**config.mk**
```make
export PLATFORM = sky130hd
export DESIGN_NAME = pharmacy_req_frontend
export DESIGN_NICKNAME = d
export VERILOG_FILES = /design/src/rtl/pharmacy_req_frontend.sv
export SDC_FILE = /design/constraint.sdc
export NUM_CORES = 1
export LEC_CHECK = 0
export CAP_MARGIN = 30
export CORE_MARGIN = 5
export CORE_UTILIZATION = 53
export CTS_BUF_LIST = sky130_fd_sc_hd__clkbuf_4 sky130_fd_sc_hd__clkbuf_8 sky130_fd_sc_hd__clkbuf_16
export CTS_CLUSTER_SIZE = 16
export DETAILED_ROUTE_END_ITERATION = 6
export MAX_ROUTING_LAYER = met4
export PLACE_DENSITY = 0.72
export SYNTH_ARGS = -nofsm -noshare
export SYNTH_HDL_FRONTEND = slang
export SYNTH_SLANG_ARGS = --single-unit
export TNS_END_PERCENT = 50
```
**constraint.sdc**
```tcl
create_clock -name clk -period 3.6 [get_ports clk]
set_clock_uncertainty 0.2 [all_clocks]
set_input_delay 0.54 -clock clk [delete_from_list [all_inputs] [get_ports clk]]
set_output_delay 0.54 -clock clk [all_outputs]
set_load 0.03 [all_outputs]
```
**src/rtl/pharmacy_req_frontend.sv**
```systemverilog
// Request front-end for the check-in heap: buffers kiosk requests, stamps arrivals with a
// prescaled clock, tracks heap occupancy and sequences commands and the list handshake.
module pharmacy_req_frontend #(
  parameter int FIFO_DEPTH = 4,
  parameter int TICK_DIV   = 16,
  parameter int CAPACITY   = 10
) (
  input  logic       clk,
  input  logic       rst,
  input  logic       req_valid,
  output logic       req_ready,
  input  logic [1:0] req_op,
  input  logic [4:0] req_id,
  output logic [4:0] mem_studentID,
  output logic [1:0] mem_mode,
  output logic [7:0] mem_checkInTime,
  input  logic       mem_ready,
  input  logic       mem_listBusy,
  output logic [3:0] occupancy,
  output logic [7:0] cur_time,
  output logic       list_active,
  output logic       reject
);

  localparam int PW = (TICK_DIV > 1) ? $clog2(TICK_DIV) : 1;
  localparam int AW = (FIFO_DEPTH > 1) ? $clog2(FIFO_DEPTH) : 1;
  localparam logic [PW-1:0] PRESC_MAX = PW'(TICK_DIV - 1);
  localparam logic [AW:0]   FIFO_FULL = (AW + 1)'(FIFO_DEPTH);
  localparam logic [3:0]    CAP       = 4'(CAPACITY);

  localparam logic [1:0] OP_LIST    = 2'b00;
  localparam logic [1:0] OP_NOP     = 2'b01;
  localparam logic [1:0] OP_CHECKIN = 2'b10;
  localparam logic [1:0] OP_DELETE  = 2'b11;

  typedef struct packed {
    logic [1:0] op;
    logic [4:0] id;
    logic [7:0] ts;
  } entry_t;

  typedef enum logic [1:0] {
    S_IDLE,
    S_CMD,
    S_LIST_ISSUE,
    S_LIST_WAIT
  } state_t;

  state_t        state_q;
  logic [1:0]    cmd_op_q;
  logic [4:0]    sid_q;
  logic [7:0]    ts_q;
  logic [3:0]    occ_q;
  logic          reject_q;
  logic [PW-1:0] presc_q, presc_d;
  logic [7:0]    time_q, time_d;

  entry_t        fifo_q [FIFO_DEPTH];
  logic [AW-1:0] wr_ptr_q, wr_ptr_d;
  logic [AW-1:0] rd_ptr_q, rd_ptr_d;
  logic [AW:0]   count_q, count_d;

  logic   enq_fire, enq_bad, push, pop, issue_drop;
  entry_t head, new_entry;

  // listBusy is informational only; termination of a list relies on ready alone.
  logic unused_list_busy;
  assign unused_list_busy = mem_listBusy;

  assign req_ready = (count_q != FIFO_FULL);
  assign enq_fire  = req_valid && req_ready;
  assign enq_bad   = (req_op == OP_NOP) || ((req_op == OP_CHECKIN) && (req_id == 5'd0));
  assign push      = enq_fire && !enq_bad;
  assign head      = fifo_q[rd_ptr_q];
  assign pop       = ((state_q == S_IDLE) || (state_q == S_CMD)) && (count_q != '0);
  assign issue_drop = pop && (head.op == OP_CHECKIN) && (occ_q == CAP);

  assign new_entry = '{op: req_op, id: req_id, ts: time_q};

  always_comb begin
    presc_d = presc_q + PW'(1);
    time_d  = time_q;
    if (presc_q == PRESC_MAX) begin
      presc_d = '0;
      if (time_q != 8'hFF) time_d = time_q + 8'd1;
    end
  end

  always_comb begin
    wr_ptr_d = push ? wr_ptr_q + AW'(1) : wr_ptr_q;
    rd_ptr_d = pop  ? rd_ptr_q + AW'(1) : rd_ptr_q;
    count_d  = count_q;
    if (push && !pop)      count_d = count_q + (AW + 1)'(1);
    else if (!push && pop) count_d = count_q - (AW + 1)'(1);
  end

  always_ff @(posedge clk) begin
    if (push) fifo_q[wr_ptr_q] <= new_entry;
  end

  always_ff @(posedge clk) begin
    if (rst) begin
      presc_q  <= '0;
      time_q   <= 8'd0;
      wr_ptr_q <= '0;
      rd_ptr_q <= '0;
      count_q  <= '0;
      reject_q <= 1'b0;
    end else begin
      presc_q  <= presc_d;
      time_q   <= time_d;
      wr_ptr_q <= wr_ptr_d;
      rd_ptr_q <= rd_ptr_d;
      count_q  <= count_d;
      reject_q <= (enq_fire && enq_bad) || issue_drop;
    end
  end

  always_ff @(posedge clk) begin
    if (rst) begin
      state_q  <= S_IDLE;
      cmd_op_q <= OP_NOP;
      sid_q    <= 5'd0;
      ts_q     <= 8'd0;
      occ_q    <= 4'd0;
    end else begin
      case (state_q)
        S_IDLE, S_CMD: begin
          if (pop) begin
            cmd_op_q <= head.op;
            sid_q    <= head.id;
            ts_q     <= head.ts;
            case (head.op)
              OP_CHECKIN: begin
                if (occ_q == CAP) begin
                  state_q <= S_IDLE;
                end else begin
                  state_q <= S_CMD;
                  occ_q   <= occ_q + 4'd1;
                end
              end
              // A delete on an empty heap is still forwarded; the memory tolerates it.
              OP_DELETE: begin
                state_q <= S_CMD;
                if (occ_q != 4'd0) occ_q <= occ_q - 4'd1;
              end
              default: state_q <= S_LIST_ISSUE;
            endcase
          end else begin
            state_q <= S_IDLE;
          end
        end
        S_LIST_ISSUE: state_q <= S_LIST_WAIT;
        S_LIST_WAIT:  if (mem_ready) state_q <= S_IDLE;
        default:      state_q <= S_IDLE;
      endcase
    end
  end

  // Mode falls to NOP combinationally with ready so the memory never restarts a list.
  always_comb begin
    mem_mode = OP_NOP;
    case (state_q)
      S_CMD:        mem_mode = cmd_op_q;
      S_LIST_ISSUE: mem_mode = OP_LIST;
      S_LIST_WAIT:  mem_mode = mem_ready ? OP_NOP : OP_LIST;
      default:      mem_mode = OP_NOP;
    endcase
  end

  assign mem_studentID   = sid_q;
  assign mem_checkInTime = ts_q;
  assign occupancy       = occ_q;
  assign cur_time        = time_q;
  assign list_active     = (state_q == S_LIST_ISSUE) || (state_q == S_LIST_WAIT);
  assign reject          = reject_q;

endmodule

```
# Yosys cells after proc, flatten, opt, wreduce, memory -nomap -nowiden
# Memories as Yosys holds them, arrays and structs flattened. A register that Yosys moved wholly into a read port is not among the register bits.
# Index checks and enable logic that the tools add are counted.
dict set report word_totals {
  mem_bits_rw 60
  memories 1
  inputBits 12
  elab_cells 77
  regBits 41
}
dict set report op_classes {
  eq_ne 14
  muxes 16
  n_addsub 8
  reduce_logical 27
}
# name words width rd rd_clocked_by_memory_dff wr line
set mem_list {}
lappend mem_list {fifo_q 4 15 1 1 1 58} ;# entry_t fifo_q [FIFO_DEPTH];
# cell n
set ops {}
lappend ops {{2-bit case mux with 3 select lines} 2}
lappend ops {{2-bit == test, second input constant} 5}
lappend ops {{1-bit logical AND} 9}
lappend ops {{4-bit by 1-bit adder with 4-bit output, second input constant} 2}
lappend ops {{8-bit by 1-bit adder with 8-bit output, second input constant} 1}
lappend ops {{4-bit == test, second input constant} 2}
lappend ops {{2-bit two-way mux} 4}
lappend ops {{4-bit two-way mux} 2}
lappend ops {{8-bit != test, second input constant} 1}
lappend ops {{4-bit case mux with 2 select lines} 1}
lappend ops {{3-bit two-way mux} 2}
lappend ops {{2-bit != test, second input constant} 3}
lappend ops {{5-bit logical NOT} 1}
lappend ops {{5-bit AND reduction} 1}
lappend ops {{2-bit by 1-bit adder with 2-bit output, second input constant} 2}
lappend ops {{2-bit by 1-bit == test with 1-bit output, second input constant} 2}
lappend ops {{1-bit logical OR} 4}
lappend ops {{1-bit two-way mux} 4}
lappend ops {{2-bit case mux with 2 select lines} 1}
lappend ops {{2-bit AND reduction} 2}
lappend ops {{2-bit nonzero test} 2}
lappend ops {{4-bit nonzero test} 1}
lappend ops {{2-bit OR reduction} 2}
lappend ops {{4-bit by 1-bit subtractor with 4-bit output, second input constant} 1}
lappend ops {{6 further kinds} 8}

# Longest topological paths before layout
# Gate-level depths: netlist of run 1.
dict set report logic_depth {
  word_depth 9
  mapped_depth 10
  ltp_nobuf 9
}

# Worst setup path after synthesis of run 1
# OpenSTA, ideal clock, no wires.
dict set report synth_timing {
  path_kind {register to register}
  start {register count_q[0]}
  end {register count_q[2]}
  path_buffers 0
  path_stages_with_launch 10
  synth_period_minus_slack_ns 2.825
  arrival_ns 2.554
  required_time_ns 3.330
  setup_ns 0.070
  slack_ns 0.775
  cell_sequence {dfxtp_1 > or3b_2 > nand2_1 > a211oi_1 > ha_1 > inv_1 > fa_1 > xor2_1 > or3_1 > a21oi_1}
}
dict set report synth_between {
  elab_chain_cells 6
  word_cells_on_any_way 14
  classes_between {2 x add/sub; 1 x eq/ne; 2 x mux; 9 x reduce/logical}
}
# item line
set synth_rtl {}
lappend synth_rtl {{start, declared} 61} ;# logic [AW:0] count_q, count_d;
lappend synth_rtl {{start signal, assigned} 114} ;# count_q <= count_d;
lappend synth_rtl {{3-bit != test (*)} 70} ;# assign req_ready = (count_q != FIFO_FULL);
lappend synth_rtl {{net req_ready} 11} ;# output logic req_ready,
lappend synth_rtl {{1-bit logical AND (*)} 71} ;# assign enq_fire = req_valid && req_ready;
lappend synth_rtl {{1-bit logical AND (*)} 73} ;# assign push = enq_fire && !enq_bad;
lappend synth_rtl {{net push} 63} ;# logic enq_fire, enq_bad, push, pop, issue_drop;
lappend synth_rtl {{1-bit logical NOT} 94} ;# else if (!push && pop) count_d = count_q - (AW + 1)'(1);
lappend synth_rtl {{1-bit logical AND} 94}
lappend synth_rtl {{2-bit nonzero test (no source line)} n/a}
# Mark *: on every way through the listed nets, which the timed path passes. The rest lies on a longest branch. The select of a mux whose other input is x is not followed.
# A chain may end at the register's enable or synchronous reset.

# Worst setup path after layout of run 1
dict set report layout_timing {
  start {input req_id[0]}
  end {register count_q[2]}
}
dict set report layout_between {
  elab_chain_cells 8
  word_cells_on_any_way 10
  classes_between {1 x mux; 9 x reduce/logical}
}
# item line
set layout_rtl {}
lappend layout_rtl {{start, declared} 13} ;# input logic [4:0] req_id,
lappend layout_rtl {{5-bit logical NOT (*)} 72} ;# assign enq_bad = (req_op == OP_NOP) || ((req_op == OP_CHECKIN) && (req_id == 5'd0));
lappend layout_rtl {{1-bit logical AND (*)} 72}
lappend layout_rtl {{1-bit logical OR (*)} 72}
lappend layout_rtl {{1-bit logical NOT (*)} 73}
lappend layout_rtl {{1-bit logical AND (*)} 73}
lappend layout_rtl {{net push} 63}
lappend layout_rtl {{1-bit logical NOT} 94}
lappend layout_rtl {{1-bit logical AND} 94}
lappend layout_rtl {{2-bit nonzero test (no source line)} n/a}
# Mark *: on every way through the listed nets, which the timed path passes. The rest lies on a longest branch.

==> results of run 1 <==
path summary, 6_finish.rpt:
| check | endpoint | slack, ns | cells after the start |
|---|---|---|---|
| worst max-delay path | count_q[2] | 0.63 | 10 |
| worst min-delay path | mem_studentID[0] | 0.26 | 2 |
| worst max register to register | occupancy[3] | 0.69 | 9 |
| worst min register to register | mem_studentID[0] | 0.26 | 2 |
layout make-up:
class / count / area [µm²]
well taps: 102 / 127.6
repair buffers: 46 / 445.4
fillers: 611 / 2835
inverters: 9 / 33.78
multi-input cells: 174 / 1320
clock inverters: 6 / 51.30
clock buffers: 10 / 131.4
flip-flops and latches: 103 / 2663
cells in the final DEF (no fill, tap or decap), types with 2 or more instances in the layout:
cell type and instances:
edfxtp_1 60, inv_1 9, or3_1 3, o21ai_0 4, nor3_1 2, clkinv_1 3, and3b_1 2, ha_1 9
fa_1 2, nor3b_1 2, xnor2_1 6, clkdlybuf4s50_1 40, buf_4 6, xor2_1 8, mux4_2 13, clkbuf_8 9
and2_1 5, a21oi_1 27, clkinv_2 2, and3_1 2, nand4_1 2, dfxtp_1 43, mux4_1 2, mux2i_1 4
a211oi_1 2, nor2_1 23, nand3_1 3, nand2_1 38
through the flow:
stage | area, µm² | worst slack, ns | hold WS, ns | util, % | instances
2_1_floorplan | 4074 | 0.7754 | 0.2320 | - | 299
3_3_place_gp | 4589 | 0.3314 | 0.2412 | 60.33 | 434
3_5_place_dp | 4589 | 0.2209 | 0.2487 | 60.33 | 434
4_1_cts | 4772 | 0.6292 | 0.2608 | 62.73 | 450
5_1_grt | 4772 | 0.4446 | 0.2842 | 62.73 | 450
6_report | 4772 | 0.6254 | 0.2568 | 62.73 | 450
flip-flops by register name, indices dropped and copies added (netlist names), 3 cells and up, named ones only:
| signal | cells |
|---|---|
| occupancy | 4 |
| mem_checkInTime | 8 |
| count_q | 3 |
| cur_time | 8 |
| mem_studentID | 5 |
| presc_q | 4 |
| fifo_q | 60 |
power groups by stage:
stage                     Sequential, mW  Clock [mW]  Combinational [mW]
final                               1.54       0.685                1.10
after global routing                1.57       0.766                1.21
after CTS                           1.55       0.704                1.12
after detailed placement            1.58           0                1.11
after global placement              1.56           0                1.08
after floorplan                     1.66           0               0.651
worst min-delay path: cells and delay by family (launching register included):
family           cells  cell delay [ns]
AO/OA/AOI/OAI        1             0.05
AND/OR/NAND/NOR      1             0.05
flip-flops           1             0.31
cells by family (layout without fill, tap and decap cells):
| group | Yosys count | in the layout |
|---|---|---|
| xor gates and xnor gates | 14 | 14 |
| buffers and inverters | 22 | 71 |
| DFF | 103 | 103 |
| AOI/OAI and AO/OA | 39 | 39 |
| adders and majority gates | 11 | 11 |
| and+or+nand+nor | 91 | 91 |
| muxes | 19 | 19 |
routing by layer:
metal	vias up	GRT usage (%)	part of all wire, %
met1	1200	20.26	42
met4	0	5.112	1.3
met3	10	4.379	3.5
li1	1171	-	-
met2	41	29.99	53
met5	-	-	0
==> impl_results.md, run 1 <==
* Sum Neg Setup Slack at 0 ns
* Adder-cell share of the synthesized area at 3.747%
* CP cell instances: clkdlybuf4s50_1, or4_1, nor4_1, a211oi_1, ha_1, inv_1, fa_1, xor2_1, or3_1, a21oi_1
* Clock share of power at about a fifth
* Root Buffer: clkbuf_8
* Avg WL per Cell at roughly 17 µm
* Initial core utilization at 53.55%
* DPL Wire Length at 4934 µm
* Vias in the first global route at roughly 2,500
* RSZ-0062 raised after global routing: false
* Hold_sp: mem_studentID[0]
* Synth Area in Compound Gates at 5.436%
* Inserted Clock Buffers at 9
* Post-CTS Resized at 0
* Ports at 42
* Clk sinks at 103
* Pint at 2.221 mW
* # Max-Cap Violations at 0
* VDD IR-drop max at ~0.34 mV
* CTS max path bufs at 2
* Area Overhead vs Synth at 17.14%
* Share of the synthesized area in the top cell type at about 44%
* Final hold viol count at 0
* Synth cell count leaders: 60 x edfxtp_1, 43 x dfxtp_1, 38 x nand2_1
* Final setup vio count at 0
* Cell count after synthesis at 299
* Number of DRC markers in iteration 0 at 102
* Switching Share at 33.38%
* Area leader, netlist: edfxtp_1
* GP Congestion at 0.7626
* Psw at 1.113 mW
* Crit-path slowest cell: or4_1
* Yosys cell types at 41
* Slowest stage delay, CP at 0.60 ns
* Synthesized area at approximately 0.0041 mm²
* CTS H-tree lvls at 3
* Mux share of post-synthesis cell area at under 10%
* # port buffers at 40
* Drt total wl at 7440 µm
* Yosys warns at 0
* Rows at 32
* P_leak at around 1.7 nW
* Post-synth EDFFs at 60
* Clk slew on worst S/H paths at 0.09 ns
* Layout Nets at 366
* Outcome: completed
* FF+latch count, synth at ~100
* Global-route wire length before repair at 12,540 µm
* Top cells by area, synth: edfxtp_1 44%, dfxtp_1 21%, mux4_2 7.2%
* Via count at 2,422
* Power, Total at 3.334 mW
* Syn avg cell area at between 10 and 15 µm²
* CTS tree: yes
* Seq/Total Area, Yosys at 65.36%
* CP max FO at 5
* Hold Path Class: reg2reg
* DRC viols at 0
* WP buf/inv at 2
* Main synth FF type: edfxtp_1
* Top cell family by delay on the critical path: simple AND/OR/NAND/NOR gates
* Total GRT Usage at ~17%
* Simple-Gate Fraction of Synth Area at 10.75%
* Max transition margin at 46.14%
* Total grt overflow at 0
* Cell Pwr Density at 698.7 mW/mm²
* Final ANT Viol Nets at 0
* Worst-Margin Slew at 0.8053 ns
* Final Max Slew Viols at 0
* Die width at 97.68 µm
* Syn_nets at 322
* Synth Area in XOR/XNOR at roughly 3%
* Placeable Area at 0.007607 mm²
* Max Freq at 336.2 MHz
* Post-CTS Setup Repair Bufs at 0
* Final period util at 82.63%
* Most frequent cell after synthesis: edfxtp_1
* Largest family of logic cells by synthesized area: simple AND/OR/NAND/NOR gates
* Startpoint types: input pin
* CP arrival at 3.06 ns
* Largest net degree at the start of global routing at 25
* Worst endpoint required time at 3.68 ns
* Die height at 97.68 µm
* CTS Hold Bufs at 0
* Ant diodes at 0
* Register share of total power at between 40% and 50%
* Clk Latency, worst-skew pair at 0.36 ns
* Crit path from: req_id[0]
* 1st-pass router iterations at 4
* Share of cells above drive strength 1 at around a tenth
* CP Capture Type: register
* Final min period at 2.975 ns
* Post-synth ARST share at 0%
* Kind of critical path: in2reg
* DR vias/cell at 5.382
* Comb pwr share at 33.1%
* Die area at 0.009540 mm²
* Initial antenna violation count at 0
Note: power is estimated with default switching activity, not from simulation.
==> run 2: changes to the inputs <==
CORE_UTILIZATION = 50   (was 53)
PLACE_DENSITY = 0.71   (was 0.72)
clock period = 2.51 ns   (was 3.6 ns; I/O delays follow)
==> run 2 against run 1 <==
Sequential power up 42%. Die area increased by 5.4%. Routed wire length is 2.1% higher. Combinational power increased by 59%. Count of clock-buffer cells in the layout decreased by 1. Non-clock buffer count increased by 26. Sequential share of layout area is 2.9 points lower. Largest cell class unchanged.
==> impl_results.md, run 2 (synthesis results as in run 1) <==
* Outcome: completed
* Drt total wl at 7595 µm
* Final hold viol count at 0
* Number of DRC markers in iteration 0 at between 100 and 150
* Root Buffer: clkbuf_8
* Area Overhead vs Synth at 23.86%
* DR vias/cell at 5.213
* Startpoint types: input pin
* Switching Share at approximately 34%
* VDD IR-drop max at 0.4141 mV
* CP cell instances: clkdlybuf4s50_1, inv_1, nor4_4, a211oi_4, ha_2, inv_2, fa_2, xor2_1, or3_1, a21oi_1
* Clk slew on worst S/H paths at around 0.10 ns
* CP arrival at 2.54 ns
* Fillers at 624
* FF-to-FF path depth at 9
* Power, Total at 4.884 mW
* Hold_sp: req_id[0]
* 1st-pass router iterations at 4
* Rows at 33
* Die width at 100.3 µm
* Largest net degree at the start of global routing at 27
* Hold Path Depth at 2
* Top cell family by delay on the critical path: buffers and inverters
* RR Endpoint: occupancy[3]
* Final ANT Viol Nets at 0
* Placeable Area at 0.008093 mm²
* Die height at 100.3 µm
* Initial core utilization at 50.34%
* Avg WL per Cell at 15.86 µm
* Max Freq at 410.9 MHz
* Via count at around 2,500
* Inserted Clock Buffers at 9
* End of the worst hold path: fifo_q[2][8]
* Total GRT Usage at 16.65%
* Sum Neg Setup Slack at 0 ns
* # port buffers at 40
* DPL Wire Length at between 5000 and 6000 µm
* Finished Core Util at 62.35%
* Hold Path Class: in2reg
* Psw at 1.681 mW
* Placed Cells at 461
* Slowest stage delay, CP at 0.43 ns
* R2r startpoint: fifo_q[0][14]
* CP max FO at 3
* Max FFs per register at 60
* Cell Pwr Density at between 900 and 1000 mW/mm²
* Final period util at 96.96%
* Max transition margin at 69.93%
* CP Capture Type: register
* FF-to-FF setup slack at 0.08 ns
* Commonest non-fill, non-tap cells in the layout: 60 x edfxtp_1, 41 x dfxtp_1, 37 x nand2_1
* Global-route wire length before repair at 12,300 µm
* Total grt overflow at 0
* Pint at 3.203 mW
* # Max-Cap Violations at 0
* Vias in the first global route at 2,479
* Final min period at around 2.4 ns
* DRC viols at 0
* Most common cell after layout, fill and taps aside: edfxtp_1
* Die area at 0.01005 mm²
* Ports at 42
* Kind of critical path: in2reg
* CTS Hold Bufs at 0
* Layout Nets at 392
* Ant diodes at 0
* Biggest register: fifo_q
* RSZ-0062 raised after global routing: true
* Comb pwr share at between 30% and 40%
* Register share of total power at 44.8%
* Clock share of power at a little under a fifth
* Grt met2 use at 28.34%
* Initial antenna violation count at 0
* Crit-path slowest cell: clkdlybuf4s50_1
* Final setup vio count at 0
* Share of cells above drive strength 1 at roughly a fifth
* Met3 usage at 2.710%
* CTS tree: yes
* P_leak at 1.822 nW
* Clk Latency, worst-skew pair at 0.37 ns
* Final Max Slew Viols at 0
* Worst endpoint required time at 2.61 ns
* Grt met1 use at 19.34%
* Final std cells w/o fill at 479
* Clk sinks at 103
* Worst-Margin Slew at 0.4510 ns
* GP Congestion at around 0.76
* CTS max path bufs at 2
* Most heavily used metal layer in global routing: met2
* CTS H-tree lvls at 3
* WP buf/inv at 3
==> run 2: what timing repair did <==
action	CTS	global route
pin swaps	3	7
resized for setup	7	5
cloned	0	0
endpoints found under the setup margin	3	3
buffers inserted	0	2
==> run 2: power by group through the flow <==
stage	logic (mW)	clock network [mW]	registers [mW]
6_report	1.75	0.940	2.19
5_1_grt	1.92	1.04	2.22
4_1_cts	1.77	0.968	2.19
3_5_place_dp	1.76	0	2.22
3_3_place_gp	1.71	0	2.21
2_1_floorplan	0.955	0	2.39
==> run 2: how the worst max path moves through the flow <==
stage	from	to	slack [ns]	depth (start not counted)
2_1_floorplan	register	occupancy[3]	-0.0008	10
3_3_place_gp	req_id[0]	count_q[2]	-0.41	10
3_5_place_dp	req_id[0]	count_q[2]	-0.50	10
4_1_cts	req_id[0]	count_q[2]	0.02	10
5_1_grt	fifo_q[0][14]	occupancy[3]	-0.04	9
6_report	req_op[1]	count_q[2]	0.08	10
==> run 2: layout make-up <==
cell class / instances / area (µm²) / share of cell area, %
sequential: 103 / 2668 / 52.86
multi-input combinational: 174 / 1373 / 27.20
timing repair buffer: 72 / 664.4 / 13.17
tap: 105 / 131.4 / 2.604
clock buffer: 9 / 123.9 / 2.455
clock inverter: 7 / 52.55 / 1.041
inverter: 9 / 33.78 / 0.6695
==> run 2: routing by layer <==
metal  share of wire, %  vias up
met2                 53       52
met1                 40     1208
met5                  0        -
met3                4.0       15
li1                   -     1222
met4                2.3        0
==> run 2: worst register-to-register path: cells and delay by family (launching register included) <==
kind | cells | cell delay, ns
AND/OR/NAND/NOR | 1 | 0.09
buffers and inverters | 1 | 0.06
adder cells (fa/ha/maj) | 1 | 0.26
multiplexers | 1 | 0.51
flip-flops | 1 | 0.40
AO/OA/AOI/OAI | 4 | 0.62
XOR/XNOR | 1 | 0.20
==> run 2: through the flow <==
step           area (µm²)  hold WS [ns]  setup slack [ns]
2_1_floorplan        4115        0.2320        -0.0007667
3_3_place_gp         4838        0.2401           -0.4148
3_5_place_dp         4838        0.2440           -0.5050
4_1_cts              5021        0.2460           0.01576
5_1_grt              5046        0.1547          -0.04476
6_report             5046        0.1534           0.07622
==> RTL edit 1: new RTL, config.mk and constraints of run 1 <==
Set the parameter `TICK_DIV` to 64 (it was 16).
--- a/src/rtl/pharmacy_req_frontend.sv
+++ b/src/rtl/pharmacy_req_frontend.sv
@@ -2,7 +2,7 @@
 // prescaled clock, tracks heap occupancy and sequences commands and the list handshake.
 module pharmacy_req_frontend #(
   parameter int FIFO_DEPTH = 4,
-  parameter int TICK_DIV   = 16,
+  parameter int TICK_DIV   = 64,
   parameter int CAPACITY   = 10
 ) (
   input  logic       clk,
Formal check against the unedited RTL: no difference found for any inputs over 4 cycles, from zero or initial values and one cycle with rst high; that may be too few to reach the edited logic, so the function may still have changed.
==> RTL edit 1 against run 1 <==
  * Sequential cell count grew 2
  * Final cell count grew 2.9%
  * Worst setup slack lost 0.071 ns
  * Cell area grew 2.0%
  * Maximum frequency shrank 2.3%
  * Area after synthesis grew 2.0%
  * Routed wire length shrank 3.9%
  * Total power grew 0.54%
  * First-iteration DRC count shrank 37%
  * Largest power group unchanged
==> RTL edit 1: results (changes against run 1) <==
stage,metric,value,unit,change
global_routing,grt_pass1_wl,11800,um,-5.7%
route,drt-total-wl,7150,um,-3.9%
pwr,ir_worst_vdd,0.000261,V,-22%
global_routing,grt_pass1_vias,2468,,+0.28%
pwr,p_leak,1.68,nW,+0.85%
setup_path,crit_path_max_fanout,7,,+2
run_status,status,completed,,
synth,synthTopCellsByArea,"edfxtp_1, dfxtp_1, mux4_2, nand2_1, a21oi_1",,
synth,synth_fa_ha_area_share,3.67,%,-0.074 points
synth,ys_seq_area_share,65.0,%,-0.34 points
layout,final_nets,379,,+3.6%
timing,worstMarginPinSlew,0.831,ns,+0.0260 ns
layout,num-fill-cells,600,,-1.8%
place,globalplace.congestion,0.711,,-6.8%
setup_path,r2r_setup_slack,0.76,ns,+0.07 ns
synth,synth_xor_area_share,3.79,%,+0.78 points
place,hpwl,4830,um,-2.1%
synth,yosys-top-cells-count,"edfxtp_1, dfxtp_1, nand2_1, nor2_1, a21oi_1",,
synth,synth-compound-area-share,4.73,%,-0.71 points
route,dr.first_iter.drc_count,64,,-37%
place,post-place-ws,0.174,ns,-0.0468 ns
route,wl_met1,2990,um,-4.4%
setup_path,worstPathArrival,3.14,ns,+0.08 ns
global_routing,grt_max_degree,30,,+20%
synth,ys_types,42,,+2.4%
==> RTL edit 1: logic make-up after synthesis <==
group | count (synthesis)
flops | 105
compound gates | 33
xor+xnor | 18
mux | 18
simple gates | 104
fa+ha+maj | 11
buf+inv | 20
==> RTL edit 1: critical path: cells and delay by family <==
kind | cells | cell delay, ns
compound gates | 2 | 0.31
xor+xnor | 1 | 0.07
fa+ha+maj | 2 | 0.43
buf+inv | 2 | 0.56
simple gates | 3 | 1.23
==> RTL edit 1: area by class of cell <==
type | instances | area, um^2 | area share (%)
Sequential cell | 105 | 2700 | 55.5
Clock buffer | 12 | 159 | 3.26
Inverter | 10 | 37.5 | 0.771
Timing Repair Buffer | 46 | 445 | 9.15
Multi-Input combinational cell | 184 | 1370 | 28.1
Clock inverter | 4 | 27.5 | 0.565
Tap cell | 102 | 128 | 2.62
==> RTL edit 1: worst min path at each step <==
stage / from / to / slack, ns / depth (start not counted)
floorplan: presc_q[0] / presc_q[0] / 0.22 / 1
global placement: presc_q[0] / presc_q[0] / 0.23 / 1
detailed placement: presc_q[0] / presc_q[0] / 0.24 / 1
CTS: mem_studentID[0] / mem_studentID[0] / 0.26 / 2
global route: mem_studentID[0] / mem_studentID[0] / 0.28 / 2
finish: mem_studentID[0] / mem_studentID[0] / 0.26 / 2
==> RTL edit 1: metrics by stage <==
stage | hold WS [ns] | utilization [%] | instances | instance area (um^2) | power, mW
final | 0.256 | 63.3 | 463 | 4870 | 3.35
after global routing | 0.278 | 63.3 | 463 | 4870 | 3.56
after CTS | 0.259 | 63.3 | 463 | 4870 | 3.39
after detailed placement | 0.243 | 60.9 | 447 | 4680 | 2.73
after global placement | 0.231 | 60.9 | 447 | 4680 | 2.70
after floorplan | 0.218 | - | 309 | 4160 | 2.35
==> RTL edit 1: power by group <==
group | total [mW] | switching [mW] | internal [mW]
sequential | 1.55 | 0.113 | 1.44
clock | 0.672 | 0.375 | 0.298
combinational | 1.13 | 0.636 | 0.496
total | 3.35 | 1.12 | 2.23
==> RTL edit 1: per-layer routing <==
metal / GRT usage (%) / up-vias
met5: - / -
met1: 18.7 / 1179
met4: 6.41 / 0
met2: 27.5 / 53
li1: - / 1213
met3: 3.26 / 8
==> RTL edit 2: new RTL, config.mk and constraints of run 1 <==
Made on the original files. Make the reset (`rst`) asynchronous in 2 clocked blocks.
--- a/src/rtl/pharmacy_req_frontend.sv
+++ b/src/rtl/pharmacy_req_frontend.sv
@@ -98,7 +98,7 @@
     if (push) fifo_q[wr_ptr_q] <= new_entry;
   end
 
-  always_ff @(posedge clk) begin
+  always_ff @(posedge clk or posedge rst) begin
     if (rst) begin
       presc_q  <= '0;
       time_q   <= 8'd0;
@@ -116,7 +116,7 @@
     end
   end
 
-  always_ff @(posedge clk) begin
+  always_ff @(posedge clk or posedge rst) begin
     if (rst) begin
       state_q  <= S_IDLE;
       cmd_op_q <= OP_NOP;
Function: differs if rst is asserted again (counterexample within 4 cycles, from zero or initial values and one cycle with rst high); with rst held inactive, the same outputs for 10 cycles.
==> RTL edit 2 against run 1 <==
  * Synthesized cell count decreased by 9.0%
  * Cell area rose by 1.7%
  * Critical path depth shrank 1
  * Count of clock-buffer cells in the layout did not move
  * Total power grew 12%
  * Sequential cell count is 2 lower
  * Register-to-register slack improved by 0.21 ns
  * Sequential share of layout area increased by 2.5 points
  * Sequential power up 5%
  * Worst setup slack worse by 0.029 ns
  * Routed wire length is 7.9% lower
  * Area after synthesis up 1.1%
  * Maximum frequency is 0.98% lower
  * Critical endpoint is now count_q[1]
==> RTL edit 2: results (changes against run 1) <==
stage,metric,value,unit,change
place,globalplace.congestion,0.744,,-2.5%
global_routing,grt_max_degree,42,,+68%
timing,slew_headroom,63.7,%,+18 points
layout,drive_gt1_share,12.5,%,+2.5 points
pwr,p_leak,1.95,nW,+17%
layout,multi_input_area_share,24.7,%,-3.0 points
synth,ys_types,39,,-4.9%
layout,inverters,11,,+2
route,num_vias,2241,,-7.5%
layout,multi_input_cells,151,,-13%
synth,syn_nets,295,,-8.4%
layout,final_nets,345,,-5.7%
place,placed_area,4660,um^2,+1.5%
place,post-place-ws,0.216,ns,-0.00507 ns
global_routing,use_met2,23.0,%,-7.0 points
timing,holdWs,0.276,ns,+0.0188 ns
route,dr.first_iter.drc_count,127,,+25%
setup_path,crit_path_end,count_q[1],,
layout,bufAreaShareNonClock,9.49,%,+0.16 points
global_routing,use_met3,3.64,%,-0.74 points
route,vias_per_cell,5.22,,-2.9%
synth,async_flop_share,40.6,%,+41 points
global_routing,track_usage,15.7,%,-1.8 points
synth,synthCells,272,,-9.0%
layout,sh_seq_area,58.3,%,+2.5 points
layout,num-fill-cells,564,,-7.7%
layout,fin_util,63.4,%,+0.72 points
route,met3_length,276,um,+5.7%
run_status,status,completed,,
layout,final-clk-cell-share,4.02,%,+0.19 points
global_routing,grt_pass1_wl,11300,um,-10%
route,route.met2.wl,3240,um,-18%
synth,ys_seq_area_share,68.7,%,+3.3 points
pwr,seqPwrFrac,43.2,%,-3.1 points
route,first_pass_iters,6,,+2
pwr,ir_worst_vdd,0.000367,V,+9.4%
setup_path,crit_path_max_fanout,7,,+2
min_path,hold_path_startpoint,cmd_op_q[0],,
pwr,clock_power,0.699,mW,+2%
layout,seq_cells,101,,-1.9%
route,wl_met1,3240,um,+3.8%
setup_path,reg2reg_to,count_q[2],,
pwr,powerDensity,772,nW/um^2,+10%
pwr,sw_frac_of_total,35.0,%,+1.6 points
place,hpwl,4610,um,-6.6%
==> RTL edit 2: cell count changes in the layout (fill, tap and decap cells not counted), moves of 3 or more <==
cell / change
a21oi_1: -22
and2_1: +3
dfrtp_1: +40
dfxtp_1: -43
xnor2_1: +5
nor2_1: -18
nand2_1: +19
mux2i_1: -3
==> RTL edit 2: kinds of logic after synthesis <==
logic type                 count (synthesis)  share of synthesized area [%]
xor gates and xnor gates                  18                           3.83
DFF                                      101                           68.7
adders and majority gates                 11                           3.70
AOI/OAI and AO/OA                         16                           2.46
muxes                                     19                           9.72
and+or+nand+nor                           87                           9.38
buffers and inverters                     20                           2.25
==> RTL edit 2: critical path, stage by stage <==
cell and delay (ns):
clkdlybuf4s50_1 0.48, or4_1 0.56, nor4_1 0.18, a21oi_1 0.08, nor2b_1 0.22, ha_1 0.25, inv_1 0.07, fa_1 0.40
mux2_2 0.26
